File: src/rtl/tlb_op_sequencer_pkg.sv
// Shared types for the TLB op sequencer: sizes, op encodings and FSM states.
// Pure declarations, no latency or flow-control behaviour of its own.
package tlb_op_sequencer_pkg;

  localparam int TLBNUM = 8;
  localparam int IDX_W  = $clog2(TLBNUM);
  localparam int TLB_WD = 32;

  localparam logic [IDX_W-1:0] RANDOM_TOP = IDX_W'(TLBNUM - 1);

  typedef enum logic [1:0] {
    TLBOP_P  = 2'b00,
    TLBOP_R  = 2'b01,
    TLBOP_WI = 2'b10,
    TLBOP_WR = 2'b11
  } tlb_op_e;

  typedef enum logic [2:0] {
    ST_IDLE     = 3'd0,
    ST_PROBE    = 3'd1,
    ST_PROBE_WB = 3'd2,
    ST_READ     = 3'd3,
    ST_READ_WB  = 3'd4,
    ST_WRITE    = 3'd5,
    ST_REFETCH  = 3'd6
  } seq_state_e;

endpackage

File: src/rtl/tlb_op_sequencer_if.sv
// Bundle between MEM stage / CP0 / bridge (master) and the TLB op sequencer (slave).
// Op request uses a valid/ready handshake; all other signals are per-cycle strobes.
interface tlb_op_sequencer_if;
  import tlb_op_sequencer_pkg::*;

  logic              op_valid;
  logic [1:0]        op_type;
  logic              op_ready;
  logic              flush;
  logic              dmem_req;
  logic              dmem_grant;
  logic [IDX_W-1:0]  cp0_wired;
  logic              cp0_wired_we;
  logic [IDX_W-1:0]  cp0_index;
  logic              is_tlbp;
  logic              is_tlbr;
  logic              is_tlbwi;
  logic              is_tlbwr;
  logic [IDX_W-1:0]  w_random;
  logic [IDX_W-1:0]  tlbr_index;
  logic [TLB_WD-1:0] tlbp_result;
  logic              index_we;
  logic [TLB_WD-1:0] index_wdata;
  logic              entry_we;
  logic [IDX_W-1:0]  cp0_random;
  logic              refetch_req;
  logic              busy;

  modport master (
    output op_valid, op_type, flush, dmem_req, cp0_wired, cp0_wired_we, cp0_index, tlbp_result,
    input  op_ready, dmem_grant, is_tlbp, is_tlbr, is_tlbwi, is_tlbwr, w_random, tlbr_index,
           index_we, index_wdata, entry_we, cp0_random, refetch_req, busy
  );

  modport slave (
    input  op_valid, op_type, flush, dmem_req, cp0_wired, cp0_wired_we, cp0_index, tlbp_result,
    output op_ready, dmem_grant, is_tlbp, is_tlbr, is_tlbwi, is_tlbwr, w_random, tlbr_index,
           index_we, index_wdata, entry_we, cp0_random, refetch_req, busy
  );

endinterface

File: src/rtl/tlb_op_sequencer_random_cnt.sv
// CP0 Random counter: free-running down-count from TLBNUM-1 that wraps at Wired.
// Updates every cycle; a Wired write restarts it at the top on the next cycle.
module tlb_op_sequencer_random_cnt
  import tlb_op_sequencer_pkg::*;
(
  input  logic             clk,
  input  logic             resetn,
  input  logic [IDX_W-1:0] wired,
  input  logic             wired_we,
  output logic [IDX_W-1:0] random
);

  logic [IDX_W-1:0] random_d;
  logic [IDX_W-1:0] random_q;

  // Wired at or above the top leaves no random slots, so pin to the top entry.
  always_comb begin
    random_d = random_q - IDX_W'(1);
    if (wired_we || (random_q == wired) || (wired >= RANDOM_TOP)) begin
      random_d = RANDOM_TOP;
    end
  end

  always_ff @(posedge clk or negedge resetn) begin
    if (!resetn) begin
      random_q <= RANDOM_TOP;
    end else begin
      random_q <= random_d;
    end
  end

  assign random = random_q;

endmodule

File: src/rtl/tlb_op_sequencer.sv
// Sequences one TLBP/TLBR/TLBWI/TLBWR at a time: 2 cycles from accept to CP0 writeback or refetch.
// op_ready drops while busy, while flushing, or while the data side holds search port 1.
module tlb_op_sequencer
  import tlb_op_sequencer_pkg::*;
(
  input  logic              clk,
  input  logic              resetn,
  tlb_op_sequencer_if.slave tif
);

  seq_state_e        state_d, state_q;
  logic              is_tlbp_d, is_tlbp_q;
  logic              is_tlbr_d, is_tlbr_q;
  logic              is_tlbwi_d, is_tlbwi_q;
  logic              is_tlbwr_d, is_tlbwr_q;
  logic              index_we_d, index_we_q;
  logic              entry_we_d, entry_we_q;
  logic              refetch_req_d, refetch_req_q;
  logic              busy_d, busy_q;
  logic [IDX_W-1:0]  w_random_d, w_random_q;
  logic [IDX_W-1:0]  tlbr_index_d, tlbr_index_q;
  logic [TLB_WD-1:0] index_wdata_d, index_wdata_q;
  logic [IDX_W-1:0]  random;
  logic              accept;
  tlb_op_e           op;

  tlb_op_sequencer_random_cnt u_random (
    .clk      (clk),
    .resetn   (resetn),
    .wired    (tif.cp0_wired),
    .wired_we (tif.cp0_wired_we),
    .random   (random)
  );

  // resetn gate keeps the MEM stage from seeing a handshake the flops cannot take.
  assign accept = (state_q == ST_IDLE) && tif.op_valid && !tif.dmem_req && !tif.flush && resetn;
  assign op     = tlb_op_e'(tif.op_type);

  always_comb begin
    state_d       = state_q;
    w_random_d    = w_random_q;
    tlbr_index_d  = tlbr_index_q;
    index_wdata_d = index_wdata_q;
    case (state_q)
      ST_IDLE: begin
        if (accept) begin
          case (op)
            TLBOP_P: state_d = ST_PROBE;
            TLBOP_R: begin
              state_d      = ST_READ;
              tlbr_index_d = tif.cp0_index;
            end
            TLBOP_WI: state_d = ST_WRITE;
            TLBOP_WR: begin
              state_d    = ST_WRITE;
              w_random_d = random;
            end
            default: state_d = ST_IDLE;
          endcase
        end
      end
      ST_PROBE: begin
        if (tif.flush) begin
          state_d = ST_IDLE;
        end else begin
          state_d       = ST_PROBE_WB;
          index_wdata_d = tif.tlbp_result;
        end
      end
      ST_READ:     state_d = tif.flush ? ST_IDLE : ST_READ_WB;
      ST_WRITE:    state_d = ST_REFETCH;
      ST_PROBE_WB,
      ST_READ_WB,
      ST_REFETCH:  state_d = ST_IDLE;
      default:     state_d = ST_IDLE;
    endcase

    // WRITE is only ever entered straight from an accept, so its strobe comes from the op.
    is_tlbp_d     = (state_d == ST_PROBE);
    is_tlbr_d     = (state_d == ST_READ);
    is_tlbwi_d    = accept && (op == TLBOP_WI);
    is_tlbwr_d    = accept && (op == TLBOP_WR);
    index_we_d    = (state_d == ST_PROBE_WB);
    entry_we_d    = (state_d == ST_READ_WB);
    refetch_req_d = (state_d == ST_REFETCH);
    busy_d        = (state_d != ST_IDLE);
  end

  always_ff @(posedge clk or negedge resetn) begin
    if (!resetn) begin
      state_q       <= ST_IDLE;
      is_tlbp_q     <= 1'b0;
      is_tlbr_q     <= 1'b0;
      is_tlbwi_q    <= 1'b0;
      is_tlbwr_q    <= 1'b0;
      index_we_q    <= 1'b0;
      entry_we_q    <= 1'b0;
      refetch_req_q <= 1'b0;
      busy_q        <= 1'b0;
      w_random_q    <= '0;
      tlbr_index_q  <= '0;
      index_wdata_q <= '0;
    end else begin
      state_q       <= state_d;
      is_tlbp_q     <= is_tlbp_d;
      is_tlbr_q     <= is_tlbr_d;
      is_tlbwi_q    <= is_tlbwi_d;
      is_tlbwr_q    <= is_tlbwr_d;
      index_we_q    <= index_we_d;
      entry_we_q    <= entry_we_d;
      refetch_req_q <= refetch_req_d;
      busy_q        <= busy_d;
      w_random_q    <= w_random_d;
      tlbr_index_q  <= tlbr_index_d;
      index_wdata_q <= index_wdata_d;
    end
  end

  assign tif.op_ready    = accept;
  assign tif.dmem_grant  = tif.dmem_req && (state_q != ST_PROBE);
  assign tif.is_tlbp     = is_tlbp_q;
  assign tif.is_tlbr     = is_tlbr_q;
  assign tif.is_tlbwi    = is_tlbwi_q;
  assign tif.is_tlbwr    = is_tlbwr_q;
  assign tif.index_we    = index_we_q;
  assign tif.entry_we    = entry_we_q;
  assign tif.refetch_req = refetch_req_q;
  assign tif.busy        = busy_q;
  assign tif.w_random    = w_random_q;
  assign tif.tlbr_index  = tlbr_index_q;
  assign tif.index_wdata = index_wdata_q;
  assign tif.cp0_random  = random;

endmodule

File: src/flat_wrapper.sv
// flat-port wrapper written by rule: the top's interface ports become plain ports
module tlb_op_sequencer_flat import tlb_op_sequencer_pkg::*;
  (clk, resetn, tif_op_valid, tif_op_type, tif_flush, tif_dmem_req, tif_cp0_wired, tif_cp0_wired_we, tif_cp0_index, tif_tlbp_result, tif_op_ready, tif_dmem_grant, tif_is_tlbp, tif_is_tlbr, tif_is_tlbwi, tif_is_tlbwr, tif_w_random, tif_tlbr_index, tif_index_we, tif_index_wdata, tif_entry_we, tif_cp0_random, tif_refetch_req, tif_busy);
  tlb_op_sequencer_if tif_i ();
  input  logic clk;
  input  logic resetn;
  input wire logic [$bits(tif_i.op_valid)-1:0] tif_op_valid;
  input wire logic [$bits(tif_i.op_type)-1:0] tif_op_type;
  input wire logic [$bits(tif_i.flush)-1:0] tif_flush;
  input wire logic [$bits(tif_i.dmem_req)-1:0] tif_dmem_req;
  input wire logic [$bits(tif_i.cp0_wired)-1:0] tif_cp0_wired;
  input wire logic [$bits(tif_i.cp0_wired_we)-1:0] tif_cp0_wired_we;
  input wire logic [$bits(tif_i.cp0_index)-1:0] tif_cp0_index;
  input wire logic [$bits(tif_i.tlbp_result)-1:0] tif_tlbp_result;
  output wire logic [$bits(tif_i.op_ready)-1:0] tif_op_ready;
  output wire logic [$bits(tif_i.dmem_grant)-1:0] tif_dmem_grant;
  output wire logic [$bits(tif_i.is_tlbp)-1:0] tif_is_tlbp;
  output wire logic [$bits(tif_i.is_tlbr)-1:0] tif_is_tlbr;
  output wire logic [$bits(tif_i.is_tlbwi)-1:0] tif_is_tlbwi;
  output wire logic [$bits(tif_i.is_tlbwr)-1:0] tif_is_tlbwr;
  output wire logic [$bits(tif_i.w_random)-1:0] tif_w_random;
  output wire logic [$bits(tif_i.tlbr_index)-1:0] tif_tlbr_index;
  output wire logic [$bits(tif_i.index_we)-1:0] tif_index_we;
  output wire logic [$bits(tif_i.index_wdata)-1:0] tif_index_wdata;
  output wire logic [$bits(tif_i.entry_we)-1:0] tif_entry_we;
  output wire logic [$bits(tif_i.cp0_random)-1:0] tif_cp0_random;
  output wire logic [$bits(tif_i.refetch_req)-1:0] tif_refetch_req;
  output wire logic [$bits(tif_i.busy)-1:0] tif_busy;
  assign tif_i.op_valid = tif_op_valid;
  assign tif_i.op_type = tif_op_type;
  assign tif_i.flush = tif_flush;
  assign tif_i.dmem_req = tif_dmem_req;
  assign tif_i.cp0_wired = tif_cp0_wired;
  assign tif_i.cp0_wired_we = tif_cp0_wired_we;
  assign tif_i.cp0_index = tif_cp0_index;
  assign tif_i.tlbp_result = tif_tlbp_result;
  assign tif_op_ready = tif_i.op_ready;
  assign tif_dmem_grant = tif_i.dmem_grant;
  assign tif_is_tlbp = tif_i.is_tlbp;
  assign tif_is_tlbr = tif_i.is_tlbr;
  assign tif_is_tlbwi = tif_i.is_tlbwi;
  assign tif_is_tlbwr = tif_i.is_tlbwr;
  assign tif_w_random = tif_i.w_random;
  assign tif_tlbr_index = tif_i.tlbr_index;
  assign tif_index_we = tif_i.index_we;
  assign tif_index_wdata = tif_i.index_wdata;
  assign tif_entry_we = tif_i.entry_we;
  assign tif_cp0_random = tif_i.cp0_random;
  assign tif_refetch_req = tif_i.refetch_req;
  assign tif_busy = tif_i.busy;
  tlb_op_sequencer u_core (.clk(clk), .resetn(resetn), .tif(tif_i));
endmodule
File: config.mk
export PLATFORM = sky130hd
export DESIGN_NAME = tlb_op_sequencer_flat
export DESIGN_NICKNAME = d
export VERILOG_FILES = /design/src/rtl/tlb_op_sequencer_pkg.sv /design/src/rtl/tlb_op_sequencer_if.sv /design/src/rtl/tlb_op_sequencer_random_cnt.sv /design/src/rtl/tlb_op_sequencer.sv /design/src/flat_wrapper.sv
export SDC_FILE = /design/constraint.sdc
export NUM_CORES = 1
export LEC_CHECK = 0
export CAP_MARGIN = 20
export CORE_ASPECT_RATIO = 0.5
export CORE_MARGIN = 8
export CORE_UTILIZATION = 36
export DETAILED_ROUTE_END_ITERATION = 10
export GPL_TIMING_DRIVEN = 0
export HOLD_SLACK_MARGIN = 0.05
export PLACE_DENSITY_LB_ADDON = 0.05
export SLEW_MARGIN = 40
export SYNTH_ARGS = -nofsm -noshare
export SYNTH_HDL_FRONTEND = slang
export SYNTH_SLANG_ARGS = --single-unit
File: constraint.sdc
create_clock -name clk -period 1.5 [get_ports clk]
set_clock_uncertainty 0.05 [all_clocks]
set_input_delay 0.3 -clock clk [delete_from_list [all_inputs] [get_ports clk]]
set_output_delay 0.3 -clock clk [all_outputs]
set_load 0.05 [all_outputs]
==> results_dict.tcl, run 1 <==
set metrics [dict create \
    synth.cells.most_frequent "dfrtp_1 (49), mux2_2 (37), inv_1 (8), nand2_1 (5), xnor2_1 (4)" \
    antennaDiodeCount 0 \
    yosysTopAreaCellShare 0.602 \
    clockPowerShare 0.252 \
    place.detailed.instances 300 \
    grt_max_degree 30 \
    seq_power_share 0.359 \
    worst_slack_ps -240 \
    net_switching_power_of_the_design_w 0.00187 \
    dominant_register_cell_in_the_synthesized_netlist "dfrtp_1" \
    multiInputGateArea_um2 831 \
    synthToLayoutAreaGrowth_pct 77.1 \
    drt-pass1-iter-count 4 \
    drc_errors 0 \
    critPathArrivalTime_ps 1390 \
    synth.net_count 177 \
    ys_ff_latch 52 \
    route.top_layer_used "met4" \
    cp-start-kind "flip-flop" \
    leakagePower_nw 1.69 \
    grt_usage 0.133 \
    clk-insertion-delay-late_ps 290 \
    htreeDepth 2 \
    synth_area_per_cell_um2 15.7 \
    antenna_left 0 \
    synth_area_leader_cell "dfrtp_1" \
    final_nets 300 \
    synth_seq_area_share 0.641 \
    finalHoldWorstSlack_ps 90.0 \
    synthTopCellsByArea "dfrtp_1 (60%), mux2_2 (20%), dfstp_2 (3.9%), xnor2_1 (1.7%), buf_6 (1.7%)" \
    timing.fmax_mhz 575 \
    gp_routability_congestion 0.682 \
    grt_pass1_wl_um 8830 \
    power.share.combinational 0.389 \
    worst_supply_voltage_drop_on_vdd_mv 0.758 \
    wl_met2_um 2630 \
    worst_hold_path_class "in -> async" \
    final_hold_violating_endpoints 0 \
    cts_buffer_depth 2 \
    power_density_nw_per_um2 1400 \
    clkSlewWorstSetupHoldPaths_ps 70 \
    tritoncts "yes" \
    finalCriticalPeriod_ps 1740 \
    area_enclosed_by_the_die_boundary_um2 8470 \
    finalNonFillerCells 327 \
    total_of_fill_cells_in_the_finished_design 423 \
    met3_length_um 512 \
    core_footprint_um2 5470 \
    route.vias.total 1486 \
    drive_above_1_share 0.512 \
    ios 97 \
    die_x_um 122 \
    number_of_antenna_violations_at_the_first_check_in_global_routing 0 \
    globalRoute.totalOverflow 0 \
    initialDrtViolationCount 54 \
    tritoncts.num_buffers 5 \
    worst_r2r_path_depth 6 \
    run_status "finished with violations" \
    cp-end-kind "output port" \
    worst-endpoint-required_ps 1150 \
    drt-wirelength-per-cell_um 17.2 \
    dp.final_hpwl_um 3800 \
    number_of_maximum_capacitance_constraint_violations 0 \
    p_int_w 0.00318 \
    startpoint "u_core.state_q[2]$_DFF_PN0_" \
    slew_margin_rel 0.671 \
    mappedNetlistArea_um2 2040 \
    cp_max_fo 2 \
    worstMarginPinSlew_ps 496 \
    violations_in_the_final_reports "setup timing" \
    vias_in_the_first_global_route 1631 \
    final_min_period_over_clock_period 1.16 \
    crit-reg2reg-launch "u_core.state_q[1]$_DFF_PN0_" \
    critical_path_class "reg -> out" \
    rsz0062_at_grt "true" \
    swShare 0.370 \
    critical_path.endpoint "tif_op_ready" \
    port_buffers 96 \
    initial_utilization 0.373 \
    worst_r2r_endpoint "u_core.tif.index_wdata[26]$_DFFE_PN0P_" \
    die_h_um 69.2 \
    worst-r2r-setup-slack_ps -160 \
    synth_cell_types 26 \
    syn-instance-count 130 \
    row_count 19 \
    asyncSetResetFlopFracSynth 1.00 \
    routedLengthMet1_um 2420 \
    cts_sinks 52 \
    synthesis_warning_total 0 \
    routed_via_density 4.54 \
    drt_wl_total_um 5620 \
    synth_most_common_cell "dfrtp_1" \
    slew_violations 0 \
    setup_viol 40 \
    register_area_um2 1310 \
    ctsRootBufferMaster "clkbuf_16" \
    synth_edf_count 0 \
]
-- layer usage --
metal,global-route usage,up-vias
li1,-,697
met1,0.151,728
met2,0.217,56
met3,0.0585,5
met4,0.0456,0
met5,0,-
-- through the flow --
step | power, W | setup TNS [ps] | instance area [um^2] | util | setup slack [ps]
floorplan | 0.00302 | -22.9 | 2050 | - | -22.9
global route | 0.00527 | -6920 | 3610 | 0.660 | -280
CTS | 0.00510 | -6080 | 3580 | 0.655 | -223
detailed placement | 0.00380 | -24030 | 3130 | 0.572 | -1250
global placement | 0.00376 | -127460 | 3100 | 0.567 | -3070
finish | 0.00505 | -4840 | 3610 | 0.660 | -240
-- worst min path at each step --
stage / cells past startpoint / endpoint / slack, ps
6_report: 3 / u_core.tif.is_tlbwi$_DFF_PN0_ / 90
5_1_grt: 3 / u_core.tif.index_wdata[31]$_DFFE_PN0P_ / 130
4_1_cts: 1 / u_core.u_random.random[0]$_DFF_PN1_ / 440
3_5_place_dp: 1 / u_core.tif.tlbr_index[1]$_DFFE_PN0P_ / 220
3_3_place_gp: 1 / u_core.u_random.random[0]$_DFF_PN1_ / 410
2_1_floorplan: 0 / u_core.state_q[0]$_DFF_PN0_ / -50
-- flip-flops by register name (all words and copies together), names as in the netlist --
register                count
u_core.tif.index_we         1
u_core.tif.index_wdata     32
u_core.state_q              3
u_core.tif.is_tlbwi         1
u_core.tif.is_tlbp          1
u_core.tif.is_tlbr          1
u_core.tif.entry_we         1
u_core.tif.busy             1
u_core.u_random.random      3
u_core.tif.is_tlbwr         1
u_core.tif.w_random         3
u_core.tif.tlbr_index       3
u_core.tif.refetch_req      1
-- cells in the final DEF (no fill, tap or decap), types with 2 or more instances in the layout --
cell type | Yosys | routed
buf_12 | 0 | 5
buf_8 | 0 | 2
buf_4 | 0 | 12
mux2_2 | 37 | 6
nand4_4 | 0 | 2
inv_1 | 8 | 7
nor4b_4 | 1 | 2
dlygate4sd3_1 | 0 | 2
buf_16 | 0 | 2
clkdlybuf4s15_2 | 0 | 19
dfstp_2 | 3 | 3
dfrtp_1 | 49 | 48
o21ai_0 | 2 | 2
clkdlybuf4s50_1 | 0 | 42
buf_6 | 3 | 2
nand2_1 | 5 | 4
clkbuf_16 | 0 | 7
xnor2_1 | 4 | 4
dlygate4sd2_1 | 0 | 3
mux2_4 | 0 | 32
clkdlybuf4s15_1 | 0 | 2
clkbuf_2 | 0 | 24
-- area by class of cell --
| type | instances | share of cell area |
|---|---|---|
| clock buffer | 6 | 0.0357 |
| buffer | 3 | 0.0153 |
| tap | 73 | 0.0253 |
| inverter | 8 | 0.00937 |
| clock inverter | 2 | 0.00971 |
| multi-input combinational | 67 | 0.230 |
| sequential | 52 | 0.362 |
| timing repair buffer | 116 | 0.312 |
-- cell families after synthesis --
kind of cell	synth area share
buf+inv	0.0313
xor+xnor	0.0172
fa+ha+maj	0.00614
compound gates	0.0203
simple gates	0.0743
flops	0.641
mux	0.210
-- power groups by stage --
stage,combinational (W),sequential [W],clock [W]
4_1_cts,0.00198,0.00181,0.00131
2_1_floorplan,0.000276,0.00275,0
6_report,0.00196,0.00182,0.00127
3_3_place_gp,0.00194,0.00182,0
5_1_grt,0.00205,0.00185,0.00137
3_5_place_dp,0.00197,0.00183,0
-- critical path: stages (launching register included) --
cell and delay (ps):
dfrtp_2 420, nor4b_4 340, nand2_2 120, clkinvlp_4 90, buf_8 140
-- repair_timing --
| item | CTS | global route |
|---|---|---|
| setup endpoints to repair | 92 | 67 |
| setup buffers | 8 | 6 |
| pin swaps | 6 | 4 |
| endpoints found under the hold margin | 49 | 0 |
| gates cloned | 1 | 2 |
| hold buffers | 4 | 0 |
| gates resized for setup | 175 | 42 |
Power figures use the tool's default switching activity.
==> run 2: changes to the inputs <==
--- a/config.mk
+++ b/config.mk
@@ -6,10 +6,10 @@
 export NUM_CORES = 1
 export LEC_CHECK = 0
 export CAP_MARGIN = 20
-export CORE_ASPECT_RATIO = 0.5
 export CORE_MARGIN = 8
-export CORE_UTILIZATION = 36
+export CORE_UTILIZATION = 42
 export DETAILED_ROUTE_END_ITERATION = 10
+export DONT_BUFFER_PORTS = 1
 export GPL_TIMING_DRIVEN = 0
 export HOLD_SLACK_MARGIN = 0.05
 export PLACE_DENSITY_LB_ADDON = 0.05
==> run 2 against run 1 <==
Effect of this change: sequential power is 53% higher; the run ends with hold timing, setup timing left; global-route usage is 1.1 points lower; largest power group is now registers; cell area is 32% lower; flip-flop and latch count stayed put; utilization is 14 points lower.
==> results_dict.tcl, run 2 (same netlist as run 1, synthesis figures left out) <==
set metrics [dict create \
    core_footprint_um2 4690 \
    vias_in_the_first_global_route 1237 \
    setup_viol 40 \
    worst_slack_ps -246 \
    number_of_maximum_capacitance_constraint_violations 0 \
    tritoncts "yes" \
    final_cell_mix "dfrtp_1 (47), mux2_2 (37), buf_4 (8)" \
    cts_sinks 52 \
    finalNonFillerCells 207 \
    rsz0062_at_grt "true" \
    finalCriticalPeriod_ps 1750 \
    port_buffers 0 \
    final_min_period_over_clock_period 1.16 \
    slew_violations 0 \
    mostFrequentLayoutCell "dfrtp_1" \
    cts_buffer_depth 2 \
    route.vias.total 1093 \
    cts_hold_buf 2 \
    number_of_antenna_violations_at_the_first_check_in_global_routing 0 \
    gp_routability_congestion 0.696 \
    dp.final_hpwl_um 3230 \
    die_x_um 85.6 \
    worstMarginPinSlew_ps 505 \
    timing.fmax_mhz 573 \
    drc_errors 0 \
    synthToLayoutAreaGrowth_pct 20.3 \
    initialDrtViolationCount 17 \
    post-layout-total-power_w 0.00393 \
    slew_margin_rel 0.663 \
    run_status "finished with violations" \
    drt_wl_total_um 4310 \
    finalHoldWorstSlack_ps -364 \
    globalRoute.totalOverflow 0 \
    htreeDepth 2 \
    cp_max_fo 2 \
    ios 97 \
    drive_above_1_share 0.510 \
    worst_supply_voltage_drop_on_vdd_mv 0.750 \
    cp-start-kind "flip-flop" \
    leakagePower_nw 1.12 \
    grt_usage 0.122 \
    antenna_left 0 \
    grt_max_degree 54 \
    violations_in_the_final_reports "hold timing, setup timing" \
    worst-r2r-setup-slack_ps -160 \
    area_enclosed_by_the_die_boundary_um2 7330 \
    row_count 25 \
    drt-pass1-iter-count 3 \
    critical_path_class "reg -> out" \
    tritoncts.num_buffers 5 \
    place.detailed.instances 184 \
    post_dp_cell_area_um2 2120 \
    fin_area_um2 2450 \
    ctsRootBufferMaster "clkbuf_8" \
    clk-insertion-delay-late_ps 300 \
    power_density_nw_per_um2 1610 \
    cp-end-kind "output port" \
    drt-wirelength-per-cell_um 20.8 \
    final_hold_violating_endpoints 52 \
    grt_pass1_wl_um 6900 \
    critPathArrivalTime_ps 1400 \
    final_core_util 0.522 \
    antennaDiodeCount 0 \
    clkSlewWorstSetupHoldPaths_ps 90 \
    flip_flop_count_of_the_largest_register_all_copies_and_words_added 32 \
    final_nets 199 \
    worst-endpoint-required_ps 1150 \
    routed_via_density 5.28 \
    worst_hold_path_class "in -> async" \
    die_h_um 85.6 \
    initial_utilization 0.434 \
]
==> run 2: metal layers <==
layer | global-route usage | vias up | part of all wire
li1 | - | 493 | -
met1 | 0.125 | 537 | 0.35
met2 | 0.201 | 54 | 0.52
met3 | 0.0669 | 9 | 0.11
met4 | 0.0525 | 0 | 0.019
met5 | 0 | - | 0
==> run 2: area by class of cell <==
cell class                 instances  area [um^2]
buffer                             3         45.0
multi-input combinational         67          698
fill                             406         2240
clock buffer                       6         82.6
sequential                        52         1310
clock inverter                     2         15.0
inverter                           8         33.8
tap                               54         67.6
timing repair buffer              15          200
==> run 2: final timing paths <==
path / start / to / depth (start not counted)
worst max-delay path: u_core.state_q[2]$_DFF_PN0_ / tif_op_ready / 3
max in group asynchronous: resetn / u_core.u_random.random[2]$_DFF_PN1_ / 0
worst min register to register: u_core.u_random.random[0]$_DFF_PN1_ / u_core.u_random.random[0]$_DFF_PN1_ / 1
worst max register to register: u_core.state_q[2]$_DFF_PN0_ / u_core.tif.index_wdata[26]$_DFFE_PN0P_ / 5
worst min-delay path: resetn / u_core.tif.index_wdata[27]$_DFFE_PN0P_ / 0
min in group clk: tif_cp0_index[0] / u_core.tif.tlbr_index[0]$_DFFE_PN0P_ / 1
==> run 2: critical path: stages, from the launching register on <==
cell and delay [ps]:
dfrtp_2 430, nor4b_4 330, nand2_2 120, clkinvlp_4 210
==> run 2: timing repair <==
action                     in CTS  in global routing
hold endpoints to repair       54                 52
gates resized for setup         9                  3
buffers inserted                8                  3
pin swaps                       3                  5
cloned                          3                  0
setup endpoints to repair      38                 41
==> run 2: per-stage QoR <==
step	worst slack (ps)	setup TNS [ps]
CTS	-257	-5360
finish	-246	-4280
global route	-299	-6590
global placement	-139	-3460
detailed placement	-166	-4620
floorplan	-22.9	-22.9
==> run 2: report_power, final <==
part | total [W] | internal, W | switching, W
registers | 0.00278 | 0.00165 | 0.00113
clock network | 0.000812 | 0.000374 | 0.000439
logic | 0.000343 | 0.000238 | 0.000105
==> run 3: changes to the inputs <==
==> constraint.sdc (replaced) <==
create_clock -name clk -period 1.7 [get_ports clk]
set_clock_uncertainty 0.05 [all_clocks]
set_input_delay 0.34 -clock clk [delete_from_list [all_inputs] [get_ports clk]]
set_output_delay 0.34 -clock clk [all_outputs]
set_load 0.05 [all_outputs]
==> run 3 against run 2 <==
Effect of this change: the run ends with setup timing left; first-iteration DRC count is 5.9% higher; critical endpoint unchanged; combinational power is 8.5% lower; power is 12% lower; cell area is 5.2% lower; routed wire length is 3.2% lower; clock power is 14% lower; clock-buffer cell count is 2 higher; hold slack better by 480 ps; setup slack better by 170 ps; largest power group unchanged; sequential power is 12% lower; utilization is 2.7 points lower.
==> results_dict.tcl, run 3 (same netlist as run 1, synthesis figures left out) <==
set metrics [dict create \
    run_status "finished with violations" \
    violations_in_the_final_reports "setup timing" \
    clkSlewWorstSetupHoldPaths_ps 90 \
    cp_max_fo 2 \
    timing.critical_path.cells "nor4b_4, nand2_2, clkinvlp_4" \
    multiInputGateArea_um2 681 \
    critical_path_class "reg -> out" \
    routed_via_density 5.48 \
    drive_above_1_share 0.463 \
    cp-start-kind "flip-flop" \
    antenna_left 0 \
    rsz0062_at_grt "true" \
    htreeDepth 2 \
    worst-path-buf-inv 1 \
    total_of_fill_cells_in_the_finished_design 408 \
    finalNonFillerCells 203 \
    power_density_nw_per_um2 1490 \
    critPathArrivalTime_ps 1390 \
    drt_wl_total_um 4180 \
    final_nets 195 \
    p_int_w 0.00199 \
    drt-pass1-iter-count 4 \
    row_count 25 \
    worst_path_largest_cell_delay_ps 430 \
    final_hold_violating_endpoints 0 \
    port_buffers 0 \
    core_footprint_um2 4690 \
    cts_buffer_depth 2 \
    final_cell_mix "dfrtp_1 (48), mux2_2 (37), inv_1 (7), buf_4 (7), clkbuf_8 (6)" \
    finalCriticalPeriod_ps 1780 \
    critical_path.top_delay_family "simple AND/OR/NAND/NOR gates" \
    tritoncts.num_buffers 5 \
    leakagePower_nw 1.07 \
    dp.final_hpwl_um 3060 \
    finalHoldWorstSlack_ps 118 \
    setup_viol 2 \
    grt_usage 0.117 \
    flip_flop_count_of_the_largest_register_all_copies_and_words_added 32 \
    drc_errors 0 \
    area_enclosed_by_the_die_boundary_um2 7330 \
    drt-wirelength-per-cell_um 20.6 \
    worst_setup_slack_post_dpl_ps -67.1 \
    slew_margin_rel 0.662 \
    cp-end-kind "output port" \
    worst-endpoint-required_ps 1310 \
    mostFrequentLayoutCell "dfrtp_1" \
    worst_supply_voltage_drop_on_vdd_mv 0.640 \
    globalRoute.totalOverflow 0 \
    worstMarginPinSlew_ps 507 \
    die_h_um 85.6 \
    seq_power_share 0.707 \
    cts_sinks 52 \
    initial_utilization 0.434 \
    tritoncts "yes" \
    route.vias.total 1113 \
    net_switching_power_of_the_design_w 0.00147 \
    antennaDiodeCount 0 \
    synthToLayoutAreaGrowth_pct 14.0 \
    swShare 0.425 \
    place.detailed.instances 184 \
    power.share.combinational 0.091 \
    slew_violations 0 \
    initialDrtViolationCount 18 \
    crit_path_top_delay_cell "dfrtp_2" \
    ctsRootBufferMaster "clkbuf_8" \
    ios 97 \
    clockPowerShare 0.203 \
    register_area_um2 1310 \
    clk-insertion-delay-late_ps 300 \
    worst_hold_path_class "in -> reg" \
    timing.fmax_mhz 563 \
    gp_routability_congestion 0.697 \
    number_of_antenna_violations_at_the_first_check_in_global_routing 0 \
    grt_pass1_wl_um 6540 \
    vias_in_the_first_global_route 1191 \
    final_min_period_over_clock_period 1.05 \
    number_of_maximum_capacitance_constraint_violations 0 \
    worst_slack_ps -77.7 \
    grt_max_degree 53 \
    die_x_um 85.6 \
]
==> run 3: worst reg2reg max path, delay by kind of cell (launching register included) <==
kind                   cells  cell delay (ps)
multiplexers               1              350
buffers and inverters      2              270
flip-flops                 1              430
AND/OR/NAND/NOR            2              510
==> run 3: power by group through the flow <==
stage	sequential, W	clock (W)	combinational [W]
after CTS	0.00246	0.000724	0.000321
after detailed placement	0.00249	0	0.000274
after floorplan	0.00242	0	0.000243
after global routing	0.00249	0.000783	0.000351
final	0.00245	0.000702	0.000314
after global placement	0.00249	0	0.000256
==> run 3: what timing repair did <==
item                                   4_1_cts  5_1_grt
cloned                                       1        0
setup endpoints to repair                   31       35
setup buffers                                5        1
endpoints found under the hold margin       54        0
pin swaps                                    3        1
gates resized for setup                      7        0
hold buffers                                 4        0
==> run 3: metal layers <==
| metal | global-route usage | wire length, um |
|---|---|---|
| met2 | 0.188 | 2020 |
| met4 | 0.0478 | 84 |
| met3 | 0.0783 | 577 |
| met5 | 0 | 0 |
| met1 | 0.118 | 1490 |
==> run 3: worst paths after layout <==
path	start	end	slack, ps	cells past startpoint
max in group asynchronous	resetn	u_core.u_random.random[2]$_DFF_PN1_	800	2
worst min-delay path	tif_cp0_index[2]	u_core.tif.tlbr_index[2]$_DFFE_PN0P_	120	1
worst max register to register	u_core.state_q[2]$_DFF_PN0_	u_core.tif.tlbr_index[2]$_DFFE_PN0P_	-10	5
worst max-delay path	u_core.state_q[2]$_DFF_PN0_	tif_op_ready	-80	3
worst min register to register	u_core.u_random.random[0]$_DFF_PN1_	u_core.u_random.random[0]$_DFF_PN1_	550	1
min in group asynchronous	resetn	u_core.tif.entry_we$_DFF_PN0_	530	2
==> run 3: layout make-up <==
class / instances / share of cell area
tap: 54 / 0.0291
clock buffer: 8 / 0.0388
sequential: 52 / 0.562
inverter: 8 / 0.0145
timing repair buffer: 11 / 0.0474
multi-input combinational: 67 / 0.293
buffer: 3 / 0.0145
==> run 3: through the flow <==
| stage | TNS (ps) | power, W | instance area (um^2) | utilization |
|---|---|---|---|---|
| global placement | -46.7 | 0.00274 | 2100 | 0.449 |
| CTS | -101 | 0.00351 | 2310 | 0.493 |
| detailed placement | -348 | 0.00276 | 2100 | 0.449 |
| finish | -90.7 | 0.00347 | 2320 | 0.495 |
| global route | -1890 | 0.00362 | 2320 | 0.495 |
| floorplan | 0 | 0.00267 | 2040 | - |
